--- src/rtl/gcd_pkg.sv ---
// Shared definitions for the subtractive GCD engine: state encoding and
// the comparator flag bundle passed from datapath to controller.
package gcd_pkg;

    localparam int unsigned STATE_W = 2;

    localparam logic [STATE_W-1:0] IDLE = 2'd0;
    localparam logic [STATE_W-1:0] CALC = 2'd1;
    localparam logic [STATE_W-1:0] DONE = 2'd2;

    typedef struct packed {
        logic x_zero;
        logic y_zero;
        logic eq;
        logic gt;
    } gcd_flags_t;

endpackage

--- src/rtl/gcd_param_if.sv ---
// Request/result bundle of the GCD engine; the requester drives operands,
// the engine returns the result, status and step count.
interface gcd_param_if #(
    parameter int unsigned WIDTH = 8,
    parameter int unsigned CNT_W = 8
);
    logic             go_i;
    logic [WIDTH-1:0] x_i;
    logic [WIDTH-1:0] y_i;
    logic [WIDTH-1:0] d_o;
    logic             done;
    logic             busy_o;
    logic             err_o;
    logic [CNT_W-1:0] iter_o;

    modport master (
        output go_i, x_i, y_i,
        input  d_o, done, busy_o, err_o, iter_o
    );

    modport slave (
        input  go_i, x_i, y_i,
        output d_o, done, busy_o, err_o, iter_o
    );
endinterface

--- src/rtl/gcd_param_dp.sv ---
// GCD datapath: X/Y operand registers, comparators and the single shared
// subtractor that replaces the larger operand by the difference.
module gcd_param_dp
    import gcd_pkg::*;
#(
    parameter int unsigned WIDTH = 8
) (
    input  logic             clk,
    input  logic             reset,
    input  logic             load,
    input  logic             step,
    input  logic [WIDTH-1:0] x_in,
    input  logic [WIDTH-1:0] y_in,
    output logic [WIDTH-1:0] x_q,
    output logic [WIDTH-1:0] y_q,
    output gcd_flags_t       flags_c
);

    always_comb begin
        flags_c        = '0;
        flags_c.x_zero = (x_q == '0);
        flags_c.y_zero = (y_q == '0);
        flags_c.eq     = (x_q == y_q);
        flags_c.gt     = (x_q > y_q);
    end

    // The compare guarantees the minuend is the larger value, so no borrow is kept.
    always_ff @(posedge clk) begin
        if (reset) begin
            x_q <= '0;
            y_q <= '0;
        end else if (load) begin
            x_q <= x_in;
            y_q <= y_in;
        end else if (step) begin
            if (flags_c.gt) begin
                x_q <= x_q - y_q;
            end else begin
                y_q <= y_q - x_q;
            end
        end
    end

endmodule

--- src/rtl/gcd_param.sv ---
// Subtractive GCD engine: controller FSM plus result/status registers,
// driving the operand datapath in gcd_param_dp.
module gcd_param
    import gcd_pkg::*;
#(
    parameter int unsigned WIDTH = 8,
    parameter int unsigned CNT_W = 8
) (
    input  logic        clk,
    input  logic        reset,
    gcd_param_if.slave  bus
);

    localparam logic [CNT_W-1:0] ITER_MAX = {CNT_W{1'b1}};

    logic [STATE_W-1:0] state_q, state_d;
    logic [WIDTH-1:0]   d_q, d_d;
    logic [CNT_W-1:0]   iter_q, iter_d;
    logic               err_q, err_d;
    logic               done_q, busy_q;
    logic               load_c, step_c;
    logic [WIDTH-1:0]   x_q, y_q;
    gcd_flags_t         flags_c;

    gcd_param_dp #(.WIDTH(WIDTH)) u_dp (
        .clk     (clk),
        .reset   (reset),
        .load    (load_c),
        .step    (step_c),
        .x_in    (bus.x_i),
        .y_in    (bus.y_i),
        .x_q     (x_q),
        .y_q     (y_q),
        .flags_c (flags_c)
    );

    // Next state and next result values; one decision per CALC cycle.
    always_comb begin
        state_d = state_q;
        d_d     = d_q;
        err_d   = err_q;
        iter_d  = iter_q;
        load_c  = 1'b0;
        step_c  = 1'b0;
        case (state_q)
            IDLE: begin
                if (bus.go_i) begin
                    load_c  = 1'b1;
                    iter_d  = '0;
                    err_d   = 1'b0;
                    state_d = CALC;
                end
            end
            CALC: begin
                if (flags_c.x_zero && flags_c.y_zero) begin
                    d_d     = '0;
                    err_d   = 1'b1;
                    state_d = DONE;
                end else if (flags_c.x_zero) begin
                    d_d     = y_q;
                    state_d = DONE;
                end else if (flags_c.y_zero || flags_c.eq) begin
                    d_d     = x_q;
                    state_d = DONE;
                end else begin
                    step_c = 1'b1;
                    if (iter_q != ITER_MAX) begin
                        iter_d = iter_q + CNT_W'(1);
                    end
                end
            end
            DONE: begin
                if (!bus.go_i) begin
                    state_d = IDLE;
                end
            end
            default: state_d = IDLE;
        endcase
    end

    always_ff @(posedge clk) begin
        if (reset) begin
            state_q <= IDLE;
            d_q     <= '0;
            err_q   <= 1'b0;
            iter_q  <= '0;
            done_q  <= 1'b0;
            busy_q  <= 1'b0;
        end else begin
            state_q <= state_d;
            d_q     <= d_d;
            err_q   <= err_d;
            iter_q  <= iter_d;
            done_q  <= (state_d == DONE);
            busy_q  <= (state_d == CALC);
        end
    end

    assign bus.d_o    = d_q;
    assign bus.err_o  = err_q;
    assign bus.iter_o = iter_q;
    assign bus.done   = done_q;
    assign bus.busy_o = busy_q;

endmodule

--- src/flat_wrapper.sv ---
// flat-port wrapper written by rule: the top's interface ports become plain ports
module gcd_param_flat import gcd_pkg::*;
#(
    parameter int unsigned WIDTH = 8,
    parameter int unsigned CNT_W = 8
)
  (clk, reset, bus_go_i, bus_x_i, bus_y_i, bus_d_o, bus_done, bus_busy_o, bus_err_o, bus_iter_o);
  gcd_param_if #(.WIDTH(WIDTH), .CNT_W(CNT_W)) bus_i ();
  input  logic clk;
  input  logic reset;
  input wire logic [$bits(bus_i.go_i)-1:0] bus_go_i;
  input wire logic [$bits(bus_i.x_i)-1:0] bus_x_i;
  input wire logic [$bits(bus_i.y_i)-1:0] bus_y_i;
  output wire logic [$bits(bus_i.d_o)-1:0] bus_d_o;
  output wire logic [$bits(bus_i.done)-1:0] bus_done;
  output wire logic [$bits(bus_i.busy_o)-1:0] bus_busy_o;
  output wire logic [$bits(bus_i.err_o)-1:0] bus_err_o;
  output wire logic [$bits(bus_i.iter_o)-1:0] bus_iter_o;
  assign bus_i.go_i = bus_go_i;
  assign bus_i.x_i = bus_x_i;
  assign bus_i.y_i = bus_y_i;
  assign bus_d_o = bus_i.d_o;
  assign bus_done = bus_i.done;
  assign bus_busy_o = bus_i.busy_o;
  assign bus_err_o = bus_i.err_o;
  assign bus_iter_o = bus_i.iter_o;
  gcd_param #(.WIDTH(WIDTH), .CNT_W(CNT_W)) u_core (.clk(clk), .reset(reset), .bus(bus_i));
endmodule
--- config.mk ---
export PLATFORM = sky130hd
export DESIGN_NAME = gcd_param_flat
export DESIGN_NICKNAME = d
export VERILOG_FILES = /design/src/rtl/gcd_pkg.sv /design/src/rtl/gcd_param_if.sv /design/src/rtl/gcd_param_dp.sv /design/src/rtl/gcd_param.sv /design/src/flat_wrapper.sv
export SDC_FILE = /design/constraint.sdc
export NUM_CORES = 1
export LEC_CHECK = 0
export ABC_AREA = 1
export ABC_CLOCK_PERIOD_IN_PS = 2900
export CELL_PAD_IN_SITES_DETAIL_PLACEMENT = 1
export CELL_PAD_IN_SITES_GLOBAL_PLACEMENT = 2
export CORE_MARGIN = 5
export CORE_UTILIZATION = 31
export CTS_CLUSTER_SIZE = 10
export DETAILED_ROUTE_END_ITERATION = 10
export GPL_TIMING_DRIVEN = 0
export MAX_ROUTING_LAYER = met4
export PLACE_DENSITY = 0.85
export SYNTH_ARGS = -nofsm -noshare
export SYNTH_HDL_FRONTEND = slang
export SYNTH_SLANG_ARGS = --single-unit
--- constraint.sdc ---
create_clock -name clk -period 2.9 [get_ports clk]
set_input_delay 0.29 -clock clk [delete_from_list [all_inputs] [get_ports clk]]
set_output_delay 0.29 -clock clk [all_outputs]
set_load 0.01 [all_outputs]
* Word-level counts from Yosys, hierarchy flattened
Index checks and enable logic that the tools add are counted.
** Word-level totals
- Flip-flop bits (word level) :: 37
- Input bits :: 19
- Output and inout bits :: 19
- Logic and storage cells :: 69
** Operators by class
- Add/subtract/negate cells :: 3
- $lt $le $gt $ge :: 1
- Equal/unequal tests :: 13
- Muxes and demuxes :: 30
- Reductions and logical operators :: 14
** Operator list (number)
- 8-bit 2-to-1 mux :: 14
- 8-bit zero test :: 2
- 8-bit one-hot mux with 2 select lines :: 1
- 8-bit subtractor :: 2
- 2-bit 2-to-1 mux :: 5
- 8-bit by 1-bit adder with 8-bit output, second input constant :: 1
- 8-bit equality test :: 1
- 8-bit greater-than comparator :: 1
- 1-bit 2-to-1 mux :: 8
- 2-bit inequality test, second input constant :: 4
- 8-bit inequality test, second input constant :: 1
- 2-bit by 1-bit inequality test with 1-bit output, second input constant :: 3
- 2-bit one-hot mux with 3 select lines :: 1
- 2-bit AND reduction :: 3
- 6-bit AND reduction :: 1
- 2-bit nonzero test :: 3
- 2-bit by 1-bit equality test with 1-bit output, second input constant :: 2
- 2-bit equality test, second input constant :: 2
- 3-bit AND reduction :: 1
- 3-bit nonzero test :: 1
- 2-bit zero test :: 1
- 1-bit one-hot mux with 2 select lines :: 1
- 1-bit logical AND :: 1
- 1-bit logical OR :: 1

* Logic depth before layout (Yosys ltp)
- Word-level depth :: 8
- Depth in mapped cells :: 15
- Gate-level depth less buffers :: 15

* Hierarchy
From an unflattened synthesis, not the netlist that was laid out.
** Second synthesis, totals
- Cells, all modules :: 395
- Area, all modules :: 2577.5 sq um
** By module, submodules not included
- gcd_param_dp :: instances 1, cells each 254, area each 1532.7 sq um, sequential area each 320.3 sq um
- gcd_param :: instances 1, cells each 141, area each 1044.8 sq um, sequential area each 420.4 sq um

* Least setup slack after synthesis
OpenSTA, ideal clock, no wires.
- Path kind :: register to register
- From :: register u_core.u_dp.x_q[0]
- To :: register u_core.u_dp.x_q[1]
- Setup time :: 116 ps
- Arrival :: 1746 ps
- Required time :: 2784 ps
- Slack :: 1038 ps
- Cell stages (with the launch flop) :: 14
- Buffers on the path :: 0
- Clock period less this slack :: 1862 ps
- Path through :: dfxtp_1 inv_1 ha_1 fa_1 inv_1 nand2_1 nand2_1 nand3_1 nand2_1 nand2_2 nand2_4 nand2_4 o21ai_0 nor2_1
** Between the ends
- Word-level cells in the longest chain between the ends :: 8
- Elaborated cells on any way between the ends :: 16
- Classes of those cells :: add/sub: 1; order compare: 1; eq/ne: 1; mux: 7; reduce/logical: 6
** RTL lines
- start, declared :: RTL line gcd_param_dp.sv:14 : output logic [WIDTH-1:0] x_q,
- start signal, assigned :: RTL line gcd_param_dp.sv:33 : x_q <= x_in;
- start signal, assigned :: RTL line gcd_param_dp.sv:37 : x_q <= x_q - y_q;
- 8-bit equality test :: RTL line gcd_param_dp.sv:23 : flags_c.eq = (x_q == y_q);
- 1-bit logical OR :: RTL line gcd_param.sv:62 : end else if (flags_c.y_zero || flags_c.eq) begin
- 1-bit 2-to-1 mux :: RTL line gcd_param.sv:62
- 1-bit 2-to-1 mux :: RTL line gcd_param.sv:59 : end else if (flags_c.x_zero) begin
- 1-bit 2-to-1 mux :: RTL line gcd_param.sv:55 : if (flags_c.x_zero && flags_c.y_zero) begin
- 1-bit 2-to-1 mux :: RTL line gcd_param.sv:45 : case (state_q)
- 2-bit nonzero test (no source line)
- 2-bit AND reduction (no source line)
Several ways; a longest one is shown, not always the timed one. The select of a mux whose other input is x is not followed.
A chain may end at the register's enable or synchronous reset.

* Worst setup path after layout
- From :: register u_core.u_dp.x_q[0]
- To :: register u_core.u_dp.y_q[7]
** Between the ends
- Word-level cells in the longest chain between the ends :: 8
- Elaborated cells on any way between the ends :: 16
- Classes of those cells :: add/sub: 1; order compare: 1; eq/ne: 2; mux: 7; reduce/logical: 5
** RTL lines
- 8-bit equality test :: RTL line gcd_param_dp.sv:23
- 1-bit logical OR :: RTL line gcd_param.sv:62
- 1-bit 2-to-1 mux :: RTL line gcd_param.sv:62
- 1-bit 2-to-1 mux :: RTL line gcd_param.sv:59
- 1-bit 2-to-1 mux :: RTL line gcd_param.sv:55
- 1-bit 2-to-1 mux :: RTL line gcd_param.sv:45
- 2-bit nonzero test (no source line)
- 2-bit AND reduction (no source line)
- end signal, assigned :: RTL line gcd_param_dp.sv:34 : y_q <= y_in;
- end signal, assigned :: RTL line gcd_param_dp.sv:39 : y_q <= y_q - x_q;
- end, declared :: RTL line gcd_param_dp.sv:15 : output logic [WIDTH-1:0] y_q,
Several ways; a longest one is shown, not always the timed one. The select of a mux whose other input is x is not followed.

==> metrics.yaml <==
outcome: "finished, final reports clean"
grt.total_usage_pct: 17.14
fmax_mhz: 458.4
ys_warn_count: 0
dpl.hpwl_microns: 6402
max_stage_delay_ps: 400
p_per_area_mw_per_mm2: 1371
worstHoldPathCells: 2
gp_congestion: 0.8057
overflow: 0
dp_cells: 557
drv_slew: 0
worst_ep_required_time_ps: 3050
postCtsSetupBuffers: 0
vdd_drop_max_mv: 0.3343
fill_cells: 1080
drc_errors: 0
crit_buf_inv: 2
synth_area_sq_mm: 0.002623
nets: 496
cts_tree: "done"
cp_top_family: "simple AND/OR/NAND/NOR gates"
synth_cells: 415
totalPowerFinal_mw: 4.443
cp.depth: 13
rsz0062_at_grt: "false"
wire_per_inst_microns: 14.14
crit_fanout: 9
fin_crit_sh_pct: 75.23
grt_pass1_vias: 2860
placed_cell_area_sq_mm: 0.003124
vias_per_cell: 4.754
rows: 33
ys_seq_area_share_pct: 28.24
cts.clk_slew.worst_paths_ps: 80
place_ws_ps: 721.1
die_w_microns: 102.0
die_area_sq_mm: 0.01040
worstMarginPinSlew_ps: 613.8
hp-class: "reg -> reg"
grt_first_pass_wirelength_microns: 13560
grt_start_max_net_pins: 12
cpMostUsedCell: "nand2_1"
initial_core_util_pct: 31.92
drt_iter0_drc: 42
clk_path_buf_depth: 2
arrival_ps: 2330
crit_slowest_cell: "fa_1"
drtAntennaViolNets: 0
worstPathCellList: "inv_1 -> ha_1 -> fa_1 -> inv_1 -> nand2_1 -> nand2_1 -> nand3_1 -> nand2_1 -> nand2_2 -> nand2_2 -> nand2_4 -> nand2_1 -> a21oi_1"
cap_viol_max_count: 0
portBuffers: 37
drive_above_1_share_pct: 8.913
synth_cell_types: 31
clk_latency_ps: 290
synth_nets: 452
design_area_sq_mm: 0.003241
instances_no_fill: 565
areaGrowthSynthToFinish_pct: 23.57
core_area_sq_mm: 0.008217
finalSetupViolCount: 0
post-route-min-period_ps: 2182
cts.sinks: 37
fin_skew_ps: 4.936
synth.avg_cell_area_sq_um: 6.319
endpoint_kind: "flop"
ys_ff_latch: 37
numCtsBuffers: 5
fin_tns_setup_ps: 0
hold_viol: 0
wl_microns: 7989
leakage_nw: 1.506
htree_levels: 2
drt_first_pass_iters: 4
worst_hold_slack_ps: 466.9
cp-start-kind: "flop"
max_slew_margin_pct: 59.08
ios: 38
fin_ws_ps: 718.3
reg2regPathDepth: 13
utilization_pct: 39.44
postCtsHoldBufs: 0
clk_root_buffer_cell: "clkbuf_8"
crit_type: "reg -> reg"
vias: 2686
antenna_found_initial: 0
dieHeight_microns: 102.0
cts.repair.resized: 0
diodes: 0
## cell usage after synthesis, drive strengths merged
library cell	number	share of area [%]
a21oi	34	6.8
a31oi	1	0.24
buf	6	1.6
clkbuf	3	0.43
clkinv	1	0.14
dfxtp	37	28
fa	2	1.5
ha	16	7.6
inv	56	8.0
nand2	161	26
nand3	32	6.8
nand4	4	1.2
nor2	37	6.0
nor3b	1	0.29
o21ai	15	2.9
o41ai	1	0.33
or2	2	0.48
xnor2	1	0.33
xor2	5	1.7
## cell usage in the layout (no fill, tap or decap), types with 5 or more instances in the layout
master / n
nand2_1: 147
nand3_1: 30
clkbuf_8: 6
nor2_1: 34
inv_1: 51
o21ai_0: 15
nand2_2: 8
dfxtp_1: 37
clkdlybuf4s50_1: 37
nand2_4: 6
inv_2: 5
ha_1: 16
xor2_1: 5
a21oi_1: 32
## cells by family after synthesis
family | count (synthesis) | synth area share [%]
AO/OA/AOI/OAI | 51 | 10.21
XOR/XNOR | 6 | 2.004
adder cells (fa/ha/maj) | 18 | 9.160
buffers and inverters | 66 | 10.16
flip-flops | 37 | 28.24
AND/OR/NAND/NOR | 237 | 40.22
## report_power, final
group	leakage (nW)	internal (mW)	switching, mW	total (mW)
registers	0.302	0.665	0.121	0.786
clock network	0.0585	0.281	0.189	0.469
logic	1.15	1.09	2.10	3.19
total	1.51	2.03	2.41	4.44
## tightest hold or removal path, stage by stage, from the launching register on
cell	delay, ps
dfxtp_1	310
nand2_1	60
a21oi_1	50
## sequential cells by signal, indices dropped and copies added, names as in the netlist
signal and count:
u_core.bus.busy_o 1, u_core.u_dp.x_q 8, u_core.bus.err_o 1, u_core.bus.d_o 8
u_core.bus.iter_o 8, u_core.u_dp.y_q 8, u_core.bus.done 1, u_core.state_q 2
## area by class of cell
| cell class | instances | area (sq um) | share of cell area [%] |
|---|---|---|---|
| buffer | 9 | 52.55 | 1.622 |
| inverter | 57 | 214.0 | 6.602 |
| clock inverter | 1 | 30.03 | 0.9266 |
| tap | 105 | 131.4 | 4.054 |
| multi-input combinational | 312 | 1615 | 49.85 |
| clock buffer | 7 | 86.33 | 2.664 |
| timing repair buffer | 37 | 370.4 | 11.43 |
| sequential | 37 | 740.7 | 22.86 |
## final timing paths
kind	start	slack, ps	endpoint
hold reg to reg	u_core.bus.d_o[0]	470	u_core.bus.d_o[0]
hold / removal	u_core.bus.d_o[0]	470	u_core.bus.d_o[0]
setup reg to reg	u_core.u_dp.x_q[0]	720	u_core.u_dp.y_q[7]
setup / recovery	u_core.u_dp.x_q[0]	720	u_core.u_dp.y_q[7]
## routing by layer
metal	up-vias	wire (microns)	global-route usage [%]
met5	-	0	-
met4	0	76	3.633
met3	6	194	3.140
met2	30	3927	29.39
met1	1271	3791	21.04
li1	1379	-	-
No activity file was read; power rests on OpenSTA's default activity.
